**src/rtl/divider_multi_if.sv**
```systemverilog
// Configuration request/response bundle for divider_multi.
interface divider_multi_if #(
  parameter int CH_NUM = 4,
  parameter int DIV_W  = 8
);
  localparam int CH_W = (CH_NUM > 1) ? $clog2(CH_NUM) : 1;

  logic             cfg_valid;
  logic [CH_W-1:0]  cfg_ch;
  logic [DIV_W-1:0] cfg_div;
  logic             cfg_mode;
  logic             cfg_ready;
  logic             cfg_err;

  modport master (output cfg_valid, cfg_ch, cfg_div, cfg_mode, input cfg_ready, cfg_err);
  modport slave  (input cfg_valid, cfg_ch, cfg_div, cfg_mode, output cfg_ready, cfg_err);
endinterface

```
**src/rtl/divider_multi.sv**
```systemverilog
// Multi-channel programmable clock-enable divider with registered pulse and square outputs.
// Config lands in a per-channel shadow, applied at the next wrap; cfg_ready low while a shadow is pending.
module divider_multi #(
  parameter int CH_NUM  = 4,
  parameter int DIV_W   = 8,
  parameter int DIV_DEF = 6,
  localparam int CH_W   = (CH_NUM > 1) ? $clog2(CH_NUM) : 1
) (
  input  logic              sys_clk,
  input  logic              sys_rst,
  input  logic [CH_NUM-1:0] ch_en,
  input  logic              sync_rst,
  divider_multi_if.slave    cfg,
  output logic [CH_NUM-1:0] clk_flag,
  output logic [CH_NUM-1:0] clk_out
);
  localparam int          CH_SPAN = 1 << CH_W;
  localparam logic [DIV_W-1:0] ONE     = DIV_W'(1);
  localparam logic [DIV_W-1:0] DEF_DIV = DIV_W'(DIV_DEF);

  logic [DIV_W-1:0]   cnt_q  [CH_NUM];
  logic [DIV_W-1:0]   div_q  [CH_NUM];
  logic [DIV_W-1:0]   sdiv_q [CH_NUM];
  logic [DIV_W-1:0]   cnt_d  [CH_NUM];
  logic [DIV_W-1:0]   div_d  [CH_NUM];
  logic [CH_NUM-1:0]  mode_q, smode_q, pend_q;
  logic [CH_NUM-1:0]  mode_d, pend_d, flag_d, out_d;
  logic [CH_NUM-1:0]  acc_ch, wrap, boundary, apply_sh, run;
  logic [CH_SPAN-1:0] pend_pad, ch_map;
  logic               ch_ok, div_ok, ready, accept, cfg_err_q;

  // Padded views let a select value beyond CH_NUM-1 index safely.
  always_comb begin
    pend_pad = '0;
    pend_pad[CH_NUM-1:0] = pend_q;
    ch_map = '0;
    ch_map[CH_NUM-1:0] = '1;
  end

  assign ch_ok  = ch_map[cfg.cfg_ch];
  assign div_ok = (cfg.cfg_div >= DIV_W'(2));
  assign ready  = ch_ok && !pend_pad[cfg.cfg_ch];
  assign accept = cfg.cfg_valid && ready && div_ok;

  assign cfg.cfg_ready = ready;
  assign cfg.cfg_err   = cfg_err_q;

  always_comb begin
    for (int i = 0; i < CH_NUM; i++) begin
      acc_ch[i]   = accept && (cfg.cfg_ch == CH_W'(i));
      wrap[i]     = ch_en[i] && (cnt_q[i] == div_q[i] - ONE);
      boundary[i] = sync_rst || !ch_en[i] || wrap[i];
      apply_sh[i] = pend_q[i] && boundary[i];
      run[i]      = ch_en[i] && !sync_rst;
      cnt_d[i]    = boundary[i] ? '0 : cnt_q[i] + ONE;
      div_d[i]    = div_q[i];
      mode_d[i]   = mode_q[i];
      // A config accepted under sync_rst bypasses the shadow entirely.
      if (sync_rst && acc_ch[i]) begin
        div_d[i]  = cfg.cfg_div;
        mode_d[i] = cfg.cfg_mode;
      end else if (apply_sh[i]) begin
        div_d[i]  = sdiv_q[i];
        mode_d[i] = smode_q[i];
      end
      pend_d[i] = (pend_q[i] && !apply_sh[i]) || (acc_ch[i] && !sync_rst);
      flag_d[i] = run[i] && (cnt_d[i] == div_d[i] - ONE);
      out_d[i]  = run[i] && mode_d[i] && (cnt_d[i] >= (div_d[i] >> 1));
    end
  end

  always_ff @(posedge sys_clk or posedge sys_rst) begin
    if (sys_rst) begin
      for (int i = 0; i < CH_NUM; i++) begin
        cnt_q[i]  <= '0;
        div_q[i]  <= DEF_DIV;
        sdiv_q[i] <= DEF_DIV;
      end
      mode_q    <= '0;
      smode_q   <= '0;
      pend_q    <= '0;
      clk_flag  <= '0;
      clk_out   <= '0;
      cfg_err_q <= 1'b0;
    end else begin
      for (int i = 0; i < CH_NUM; i++) begin
        cnt_q[i] <= cnt_d[i];
        div_q[i] <= div_d[i];
        if (acc_ch[i]) begin
          sdiv_q[i]  <= cfg.cfg_div;
          smode_q[i] <= cfg.cfg_mode;
        end
      end
      mode_q    <= mode_d;
      pend_q    <= pend_d;
      clk_flag  <= flag_d;
      clk_out   <= out_d;
      cfg_err_q <= cfg.cfg_valid && !(ch_ok && div_ok);
    end
  end
endmodule
```
**src/flat_wrapper.sv**
```systemverilog
// flat-port wrapper written by rule: the top's interface ports become plain ports
module divider_multi_flat 
#(
  parameter int CH_NUM  = 4,
  parameter int DIV_W   = 8,
  parameter int DIV_DEF = 6,
  localparam int CH_W   = (CH_NUM > 1) ? $clog2(CH_NUM) : 1
)
  (sys_clk, sys_rst, ch_en, sync_rst, clk_flag, clk_out, cfg_cfg_valid, cfg_cfg_ch, cfg_cfg_div, cfg_cfg_mode, cfg_cfg_ready, cfg_cfg_err);
  divider_multi_if #(.CH_NUM(CH_NUM), .DIV_W(DIV_W)) cfg_i ();
  input  logic sys_clk;
  input  logic sys_rst;
  input  logic [CH_NUM-1:0] ch_en;
  input  logic sync_rst;
  output logic [CH_NUM-1:0] clk_flag;
  output logic [CH_NUM-1:0] clk_out;
  input wire logic [$bits(cfg_i.cfg_valid)-1:0] cfg_cfg_valid;
  input wire logic [$bits(cfg_i.cfg_ch)-1:0] cfg_cfg_ch;
  input wire logic [$bits(cfg_i.cfg_div)-1:0] cfg_cfg_div;
  input wire logic [$bits(cfg_i.cfg_mode)-1:0] cfg_cfg_mode;
  output wire logic [$bits(cfg_i.cfg_ready)-1:0] cfg_cfg_ready;
  output wire logic [$bits(cfg_i.cfg_err)-1:0] cfg_cfg_err;
  assign cfg_i.cfg_valid = cfg_cfg_valid;
  assign cfg_i.cfg_ch = cfg_cfg_ch;
  assign cfg_i.cfg_div = cfg_cfg_div;
  assign cfg_i.cfg_mode = cfg_cfg_mode;
  assign cfg_cfg_ready = cfg_i.cfg_ready;
  assign cfg_cfg_err = cfg_i.cfg_err;
  divider_multi #(.CH_NUM(CH_NUM), .DIV_W(DIV_W), .DIV_DEF(DIV_DEF)) u_core (.sys_clk(sys_clk), .sys_rst(sys_rst), .ch_en(ch_en), .sync_rst(sync_rst), .cfg(cfg_i), .clk_flag(clk_flag), .clk_out(clk_out));
endmodule
```
**config.mk**
```make
export PLATFORM = sky130hd
export DESIGN_NAME = divider_multi_flat
export DESIGN_NICKNAME = d
export VERILOG_FILES = /design/src/rtl/divider_multi_if.sv /design/src/rtl/divider_multi.sv /design/src/flat_wrapper.sv
export SDC_FILE = /design/constraint.sdc
export NUM_CORES = 1
export LEC_CHECK = 0
export BUFFER_PORTS_ARGS = -buffer_cell sky130_fd_sc_hd__clkbuf_2
export CAP_MARGIN = 10
export CORE_UTILIZATION = 55
export CTS_CLUSTER_DIAMETER = 30
export CTS_CLUSTER_SIZE = 14
export DETAILED_ROUTE_END_ITERATION = 7
export PLACE_DENSITY = 0.72
export SETUP_SLACK_MARGIN = 0.3
export SLEW_MARGIN = 20
export SYNTH_ARGS = -nofsm -noshare
export SYNTH_HDL_FRONTEND = slang
export SYNTH_SLANG_ARGS = --single-unit
export TNS_END_PERCENT = 30
```
**constraint.sdc**
```tcl
create_clock -name sys_clk -period 5.1 [get_ports sys_clk]
set_input_delay 1.02 -clock sys_clk [delete_from_list [all_inputs] [get_ports sys_clk]]
set_output_delay 1.02 -clock sys_clk [all_outputs]
set_load 0.01 [all_outputs]
```
==> results_dict.tcl, run 1 <==
set metrics [dict create \
    cap_violations 0 \
    slew_headroom_pct 33.0 \
    final-setup-viol-count 0 \
    power.switching_mw 1.35 \
    slowest_delay_ps 570 \
    synthTopCellsByCount "dfrtp_1, inv_1, xnor2_1" \
    holdCritPathClass "register to register" \
    pin_count 29 \
    synthTopCellsByArea "dfrtp_1, ha_1, xnor2_1, dfstp_2, mux2_2" \
    worst_pin_slew_ps 1000 \
    async_flop_share_pct 100 \
    wl_met3_um 967 \
    clk_pin_slew_ps 50 \
    grt_max_degree 44 \
    peakVddDrop_v 0.000250 \
    die_w_um 121 \
    pwr-share-seq_pct 33.6 \
    synth_edf_count 0 \
    power_leakage_nw 4.05 \
    cts_buffers 17 \
    ys_ff_latch 117 \
    crit_arrival_ps 4890 \
    fin_crit_ps 4580 \
    rows 43 \
    ant_nets 0 \
    htreeDepth 4 \
    synth_area_leader_cell "dfrtp_1" \
    gp_congestion 0.867 \
    dr.first_iter.drc_count 455 \
    vias 6520 \
    finalWirelength_um 19700 \
    drc 0 \
    regArea_mm2 0.00295 \
    synth_cell_types 83 \
    synth_area_mm2 0.00782 \
    syn_inst 809 \
    hold_violations 0 \
    fin_crit_sh_pct 89.9 \
    yosysMostFrequentCell "dfrtp_1" \
    p_comb_share_pct 33.5 \
    synth_nets 868 \
    port_buffers 28 \
    synth_warnings 0 \
    cp_max_fo 8 \
    grt_pass1_wl_um 32100 \
    path_class "register to register" \
    syn2layout_area_growth_pct 15.1 \
    grt_pass1_vias 6457 \
    p_sw_share_pct 34.4 \
    via_per_inst 6.15 \
    multiInputGateArea_mm2 0.00457 \
    clockRootBuffer "clkbuf_16" \
    rsz0062_at_grt "true" \
    syn_avg_cell_area_um2 9.67 \
    routed-wl-met2_um 9570 \
    final_nets 926 \
    drive_gt1_share_pct 20.1 \
    drv_slew 0 \
    p_int_mw 2.58 \
    grt-ovfl-total 0 \
    startpoint_type "register" \
    cts_tree "yes" \
    cpMaxStageDelayCell "or4_1" \
    status "complete, no violations" \
    wl_met1_um 8730 \
    antenna_found_initial 0 \
    cts.sink_count 117 \
    total_power_mw 3.93 \
    power.density_mw_per_mm2 436 \
    clock_latency_ps 430 \
    cts_hold_buf 0 \
    p_clk_share_pct 32.9 \
    finalSetupTns_ps 0 \
    clock_skew_ps 6.05 \
    die_h_um 121 \
    start_util_pct 56.4 \
    dpl.hpwl_um 14500 \
    synthFlopType "dfrtp_1" \
    top_layer "met4" \
    worstPathRequired_ps 5410 \
    grt.total_usage_pct 28.3 \
    clockBufferDepth 2 \
    n_fill_cell 1132 \
    wl_per_cell_um 18.6 \
    ys_seq_area_share_pct 37.7 \
    diodes 0 \
    drtPass1Iterations 5 \
    core_mm2 0.0139 \
    cp_cell_sequence "or4_1, or4_1, a2111oi_4, o2111ai_1, a22oi_4, buf_4, o221ai_2, ha_1, a21o_1, a21oi_1, nor2b_1, o21ai_0, nand2b_1, a21oi_1, nor2b_1, o311a_1" \
    die_area_mm2 0.0147 \
    synth_top_cell_area_share_pct 32.3 \
    max_freq_ghz 0.218 \
    end_kind "register" \
]
-- metal layers --
metal	global-route usage (%)	up-vias
li1	-	3067
met1	36.4	3225
met2	46.8	187
met3	5.45	41
met4	11.7	0
met5	0	-
-- worst paths after layout --
path / slack [ps] / cells after the start / endpoint / from
hold reg to reg: 490 / 2 / u_core.sdiv_q[7] / u_core.sdiv_q[7]
min in group asynchronous: 640 / 2 / u_core.clk_out[0] / sys_rst
hold / removal: 490 / 2 / u_core.sdiv_q[7] / u_core.sdiv_q[7]
max in group asynchronous: 3550 / 3 / u_core.div_q[18] / sys_rst
setup / recovery: 520 / 16 / u_core.clk_out[3] / u_core.div_q[0]
setup reg to reg: 520 / 16 / u_core.clk_out[3] / u_core.div_q[0]
-- flip-flops by register name, summed over array words and instances (netlist names) --
name,cells
u_core.sdiv_q,32
u_core.mode_q,4
u_core.smode_q,4
u_core.div_q,32
u_core.clk_out,4
u_core.pend_pad,4
u_core.cfg.cfg_err,1
u_core.clk_flag,4
u_core.cnt_q,32
-- stage by stage --
| step | cells | worst slack [ps] | utilization (%) | instance area (um^2) | hold WS [ps] |
|---|---|---|---|---|---|
| detailed placement | 1020 | 252 | 59.6 | 8270 | 476 |
| finish | 1060 | 517 | 64.9 | 9010 | 493 |
| global placement | 1020 | 408 | 59.6 | 8270 | 470 |
| CTS | 1052 | 394 | 64.1 | 8900 | 490 |
| global route | 1060 | 275 | 64.9 | 9010 | 495 |
| floorplan | 809 | 518 | - | 7820 | 450 |
-- repair_timing --
action,4_1_cts,5_1_grt
endpoints found under the setup margin,0,2
gates resized for setup,0,6
setup buffers,0,8
-- power by group through the flow --
| stage | combinational (mW) | clock [mW] | sequential (mW) |
|---|---|---|---|
| 2_1_floorplan | 0.986 | 0 | 1.25 |
| 3_3_place_gp | 1.22 | 0 | 1.31 |
| 3_5_place_dp | 1.27 | 0 | 1.32 |
| 4_1_cts | 1.29 | 1.30 | 1.31 |
| 5_1_grt | 1.45 | 1.35 | 1.34 |
| 6_report | 1.32 | 1.29 | 1.32 |
-- cells in the final DEF (no fill, tap or decap), drive strengths merged, types with 5 or more instances in the layout --
master,synthesis,final
nor3b,7,7
clkinv,1,7
nor2,53,53
clkbuf,15,49
o31ai,9,9
or3,6,6
a21o,9,9
a211oi,13,13
nand3,29,29
buf,5,31
o211ai,18,18
dfrtp,101,101
xnor2,55,55
o21ai,24,24
a221oi,11,11
dfstp,16,16
xor2,40,40
a2111oi,7,7
nand2b,8,8
or4,6,6
inv,67,67
mux2,35,35
nor2b,14,14
nand4,9,9
nor4,11,11
o311a,5,5
o221ai,8,8
nand2,53,53
nor3,19,19
a311oi,7,7
or2,5,5
ha,40,40
bufinv,0,5
and2,9,9
a21oi,18,18
mux2i,6,6
and3,16,16
a21boi,5,5
-- cell families (layout without fill, tap and decap cells) --
group / Yosys count / count (layout) / synth area share (%)
flip-flops: 117 / 117 / 37.7
adder cells (fa/ha/maj): 40 / 40 / 6.40
XOR/XNOR: 95 / 95 / 10.6
AO/OA/AOI/OAI: 170 / 170 / 17.5
buffers and inverters: 88 / 159 / 4.51
multiplexers: 42 / 42 / 6.09
AND/OR/NAND/NOR: 257 / 257 / 17.2
-- layout make-up --
cell class / instances / share of cell area, %
Clock buffer: 21 / 5.00
Clock inverter: 11 / 2.00
Inverter: 68 / 2.89
Multi-Input combinational cell: 604 / 50.7
Sequential cell: 117 / 32.7
Tap cell: 180 / 2.50
Timing Repair Buffer: 59 / 4.14
-- critical path, delay by kind of cell (launching register included) --
family,cells,cell delay [ps]
adder cells (fa/ha/maj),1,360
buffers and inverters,1,190
AO/OA/AOI/OAI,9,2180
flip-flops,1,470
AND/OR/NAND/NOR,5,1240
Power figures use the tool's default switching activity.
==> run 2, diff against run 1 <==
--- a/config.mk
+++ b/config.mk
@@ -10,2 +10,3 @@
 export CORE_UTILIZATION = 55
+export CTS_BUF_LIST = sky130_fd_sc_hd__clkbuf_8
 export CTS_CLUSTER_DIAMETER = 30
--- a/constraint.sdc
+++ b/constraint.sdc
@@ -3,2 +3,2 @@
 set_output_delay 1.02 -clock sys_clk [all_outputs]
-set_load 0.01 [all_outputs]
+set_load 0.02 [all_outputs]
==> results_dict.tcl, run 2 (synthesis gave the netlist of run 1 again) <==
set metrics [dict create \
    cp_max_fo 8 \
    path_class "register to register" \
    ant_nets 0 \
    status "complete, no violations" \
    drv_slew 0 \
    worstHoldStart "u_core.sdiv_q[23]" \
    grt_pass1_wl_um 31900 \
    grt-ovfl-total 0 \
    fin_crit_sh_pct 90.2 \
    p_comb_share_pct 36.7 \
    grt.total_usage_pct 28.0 \
    start_util_pct 56.4 \
    clockBufferDepth 2 \
    finalSetupTns_ps 0 \
    clk_pin_slew_ps 70 \
    peakVddDrop_v 0.000182 \
    syn2layout_area_growth_pct 12.9 \
    grt_pass1_vias 6391 \
    design_area_mm2 0.00883 \
    p_int_mw 2.29 \
    r2r_slack_ps 500 \
    fin_ws_ps 498 \
    die_w_um 121 \
    final_common_cell "dfrtp_1" \
    cap_violations 0 \
    final_cell_mix "dfrtp_1, inv_1, xnor2_1" \
    worst_pin_slew_ps 990 \
    diodes 0 \
    final_nets 928 \
    worstPathRequired_ps 5440 \
    slew_headroom_pct 33.9 \
    die_h_um 121 \
    antenna_found_initial 0 \
    vias 6502 \
    max_freq_ghz 0.217 \
    final-setup-viol-count 0 \
    p_clk_share_pct 26.7 \
    end_kind "register" \
    cts_buffers 17 \
    drive_gt1_share_pct 20.3 \
    drtPass1Iterations 5 \
    hold_violations 0 \
    finalWirelength_um 19500 \
    startpoint_type "register" \
    power.density_mw_per_mm2 408 \
    grt_max_degree 44 \
    htreeDepth 4 \
    fin_crit_ps 4600 \
    wl_per_cell_um 18.4 \
    post-place-ws_ps 252 \
    power.switching_mw 1.31 \
    pwr-share-seq_pct 36.6 \
    setup.worst_path.start "u_core.div_q[0]" \
    gp_congestion 0.867 \
    clock_latency_ps 450 \
    r2r_start "u_core.div_q[0]" \
    reg_top3 "u_core.cnt_q: 32 flops, u_core.div_q: 32 flops, u_core.sdiv_q: 32 flops" \
    dpl.hpwl_um 14500 \
    p_sw_share_pct 36.4 \
    power_leakage_nw 3.99 \
    fin_hold_ws_ps 494 \
    clockRootBuffer "clkbuf_8" \
    dr.first_iter.drc_count 430 \
    port_buffers 28 \
    holdCritPathClass "register to register" \
    core_mm2 0.0139 \
    cts_tree "yes" \
    drc 0 \
    pin_count 29 \
    die_area_mm2 0.0147 \
    crit_arrival_ps 4950 \
    clock_skew_ps 9.69 \
    rows 43 \
    cts.sink_count 117 \
    placed_area_mm2 0.00827 \
    rsz0062_at_grt "true" \
    via_per_inst 6.12 \
]
==> run 2: cell count changes in the layout (fill, tap and decap cells not counted) <==
cell       change
clkbuf_8      +17
clkbuf_16     -17
inv_1          +3
clkbuf_1       -3
buf_4          +2
==> run 2: power by group through the flow <==
stage / Sequential, mW / Combinational [mW] / Clock, mW
detailed placement: 1.32 / 1.27 / 0
global route: 1.34 / 1.46 / 1.01
global placement: 1.31 / 1.22 / 0
finish: 1.32 / 1.32 / 0.960
CTS: 1.31 / 1.28 / 0.969
floorplan: 1.25 / 0.986 / 0
==> run 2: worst paths after layout <==
path	end	cells past startpoint
worst max-delay path	u_core.clk_out[3]	16
worst min-delay path	u_core.sdiv_q[23]	2
worst max register to register	u_core.clk_out[3]	16
worst min register to register	u_core.sdiv_q[23]	2
max in group asynchronous	u_core.div_q[18]	3
min in group asynchronous	u_core.clk_out[0]	2
==> run 2: final cells by class <==
class,count,area (um^2)
fillers,1172,5050
multi-input cells,604,4570
flip-flops and latches,117,2950
repair buffers,61,388
inverters,68,260
clock buffers,18,248
well taps,180,225
clock inverters,14,191
==> run 2: worst max-delay path, stage by stage, from the launching register on <==
cell and delay, ps:
dfrtp_1 470, or4_1 570, or4_1 470, a2111oi_4 410, o2111ai_1 300, a22oi_4 350, buf_4 180, o221ai_2 210
ha_1 370, a21o_1 150, a21oi_1 170, nor2b_1 60, o21ai_0 170, nand2b_1 80, a21oi_1 170, nor2b_1 70
o311a_1 290
==> run 2: timing repair <==
action	CTS	global route
resized for setup	0	6
setup endpoints to repair	0	2
setup buffers	0	10
hold buffers	0	0
==> run 2: routing by layer <==
metal | share of wire [%] | up-vias | track usage [%]
met3 | 4.9 | 42 | 5.12
met2 | 48 | 185 | 46.0
li1 | - | 3063 | -
met5 | 0 | - | 0
met4 | 2.5 | 0 | 10.9
met1 | 45 | 3212 | 36.5
==> run 2: metrics by stage <==
| step | cells | power, mW | utilization, % |
|---|---|---|---|
| global route | 1062 | 3.80 | 63.6 |
| CTS | 1052 | 3.56 | 62.7 |
| detailed placement | 1020 | 2.59 | 59.6 |
| floorplan | 809 | 2.24 | - |
| global placement | 1020 | 2.53 | 59.6 |
| finish | 1062 | 3.60 | 63.6 |
==> run 3, diff against run 2 <==
ABC_CLOCK_PERIOD_IN_PS = 5100   (was unset)
MAX_ROUTING_LAYER = met4   (was unset)
==> results_dict.tcl, run 3 (synthesis gave the netlist of run 1 again) <==
set metrics [dict create \
    die_h_um 121 \
    clk_pin_slew_ps 70 \
    startpoint_type "register" \
    p_comb_share_pct 38.8 \
    cts_buffers 17 \
    via_per_inst 6.16 \
    worstPathRequired_ps 5430 \
    r2r_slack_ps 530 \
    ant_nets 0 \
    drc 0 \
    clock_latency_ps 440 \
    clock_skew_ps 8.71 \
    core_mm2 0.0139 \
    die_area_mm2 0.0147 \
    vias 6559 \
    drv_slew 0 \
    fin_crit_ps 4570 \
    final_nets 930 \
    rsz0062_at_grt "true" \
    reg_top3 "u_core.cnt_q: 32 flops, u_core.div_q: 32 flops, u_core.sdiv_q: 32 flops" \
    cp_max_fo 7 \
    fin_hold_ws_ps 506 \
    fin_ws_ps 531 \
    cts_hold_buf 0 \
    post-place-ws_ps 233 \
    regArea_mm2 0.00295 \
    power.switching_mw 1.29 \
    grt_max_degree 46 \
    diodes 0 \
    antenna_found_initial 0 \
    gp_congestion 0.891 \
    drtPass1Iterations 5 \
    path_class "register to register" \
    p_sw_share_pct 38.0 \
    power.density_mw_per_mm2 389 \
    worst_pin_slew_ps 919 \
    start_util_pct 56.4 \
    final_common_cell "dfrtp_1" \
    placed_area_mm2 0.00830 \
    final_util_pct 63.0 \
    port_buffers 28 \
    grt_pass1_vias 6482 \
    rows 43 \
    clockRootBuffer "clkbuf_8" \
    n_fill_cell 1187 \
    wl_per_cell_um 18.6 \
    final-setup-viol-count 0 \
    hold_violations 0 \
    cts_tree "yes" \
    clockBufferDepth 2 \
    end_kind "register" \
    p_int_mw 2.11 \
    holdCritPathClass "register to register" \
    power_leakage_nw 3.97 \
    pwr-share-seq_pct 38.6 \
    grt-ovfl-total 0 \
    drive_gt1_share_pct 19.8 \
    die_w_um 121 \
    design_area_mm2 0.00875 \
    multiInputGateArea_mm2 0.00456 \
    dpl.hpwl_um 14800 \
    pin_count 29 \
    max_freq_ghz 0.219 \
    final_cell_mix "dfrtp_1, inv_1, xnor2_1" \
    cap_violations 0 \
    htreeDepth 4 \
    crit_arrival_ps 4900 \
    peakVddDrop_v 0.000206 \
    fin_crit_sh_pct 89.6 \
    syn2layout_area_growth_pct 11.8 \
    status "complete, no violations" \
    grt.total_usage_pct 29.4 \
    p_clk_share_pct 22.6 \
    finalSetupTns_ps 0 \
    grt_pass1_wl_um 32500 \
    finalWirelength_um 19800 \
    slew_headroom_pct 38.6 \
    cts.sink_count 117 \
    dr.first_iter.drc_count 549 \
]
[run 3: cell count changes in the layout (fill, tap and decap cells not counted), sizes merged]
cell,change
buf,+2
bufinv,-4
clkbuf,+2
clkinv,-2
inv,+4
[run 3: power by group through the flow]
stage	combinational, mW	sequential (mW)	clock, mW
3_5_place_dp	1.28	1.32	0
5_1_grt	1.47	1.33	0.818
3_3_place_gp	1.23	1.32	0
6_report	1.32	1.31	0.769
4_1_cts	1.30	1.31	0.779
2_1_floorplan	0.986	1.25	0
[run 3: path summary, 6_finish.rpt]
path                            cells after the start              start                  to
worst max-delay path                               17    u_core.div_q[0]   u_core.clk_out[3]
worst min-delay path                                2  u_core.sdiv_q[23]   u_core.sdiv_q[23]
worst max register to register                     17    u_core.div_q[0]   u_core.clk_out[3]
worst min register to register                      2  u_core.sdiv_q[23]   u_core.sdiv_q[23]
max in group asynchronous                           3            sys_rst   u_core.sdiv_q[18]
min in group asynchronous                           2            sys_rst  u_core.clk_flag[3]
[run 3: layout make-up]
class	count	area share [%]
clock buffer	20	3.15
clock inverter	12	0.873
inverter	68	2.98
multi-input combinational	604	52.1
sequential	117	33.7
tap	180	2.58
timing repair buffer	63	4.61
[run 3: metal layers]
| metal | global-route usage (%) | vias to the layer above | part of all wire (%) |
|---|---|---|---|
| li1 | - | 3075 | - |
| met1 | 39.2 | 3294 | 47 |
| met2 | 45.7 | 156 | 48 |
| met3 | 4.28 | 34 | 3.8 |
| met4 | 10.5 | 0 | 2.0 |
| met5 | - | - | 0 |
[run 3: per-stage QoR]
stage               cells  total power [mW]
finish               1064              3.40
global route         1064              3.62
CTS                  1056              3.38
detailed placement   1024              2.61
global placement     1024              2.55
floorplan             809              2.24
[run 3: critical path, stage by stage, from the launching register on]
cell,delay (ps)
dfrtp_1,470
or4_1,590
or4_1,480
a2111oi_4,420
o2111a_2,330
nand2_2,120
o221ai_4,290
inv_1,150
ha_1,300
nand2b_1,140
a21o_1,170
a21oi_1,170
nor2b_1,60
o21ai_0,200
nand2b_1,80
a21oi_1,150
nor2b_1,60
o311a_1,280
[run 3: timing repair]
action	CTS	global route
resized for setup	0	4
setup buffers	0	8
endpoints found under the setup margin	0	3
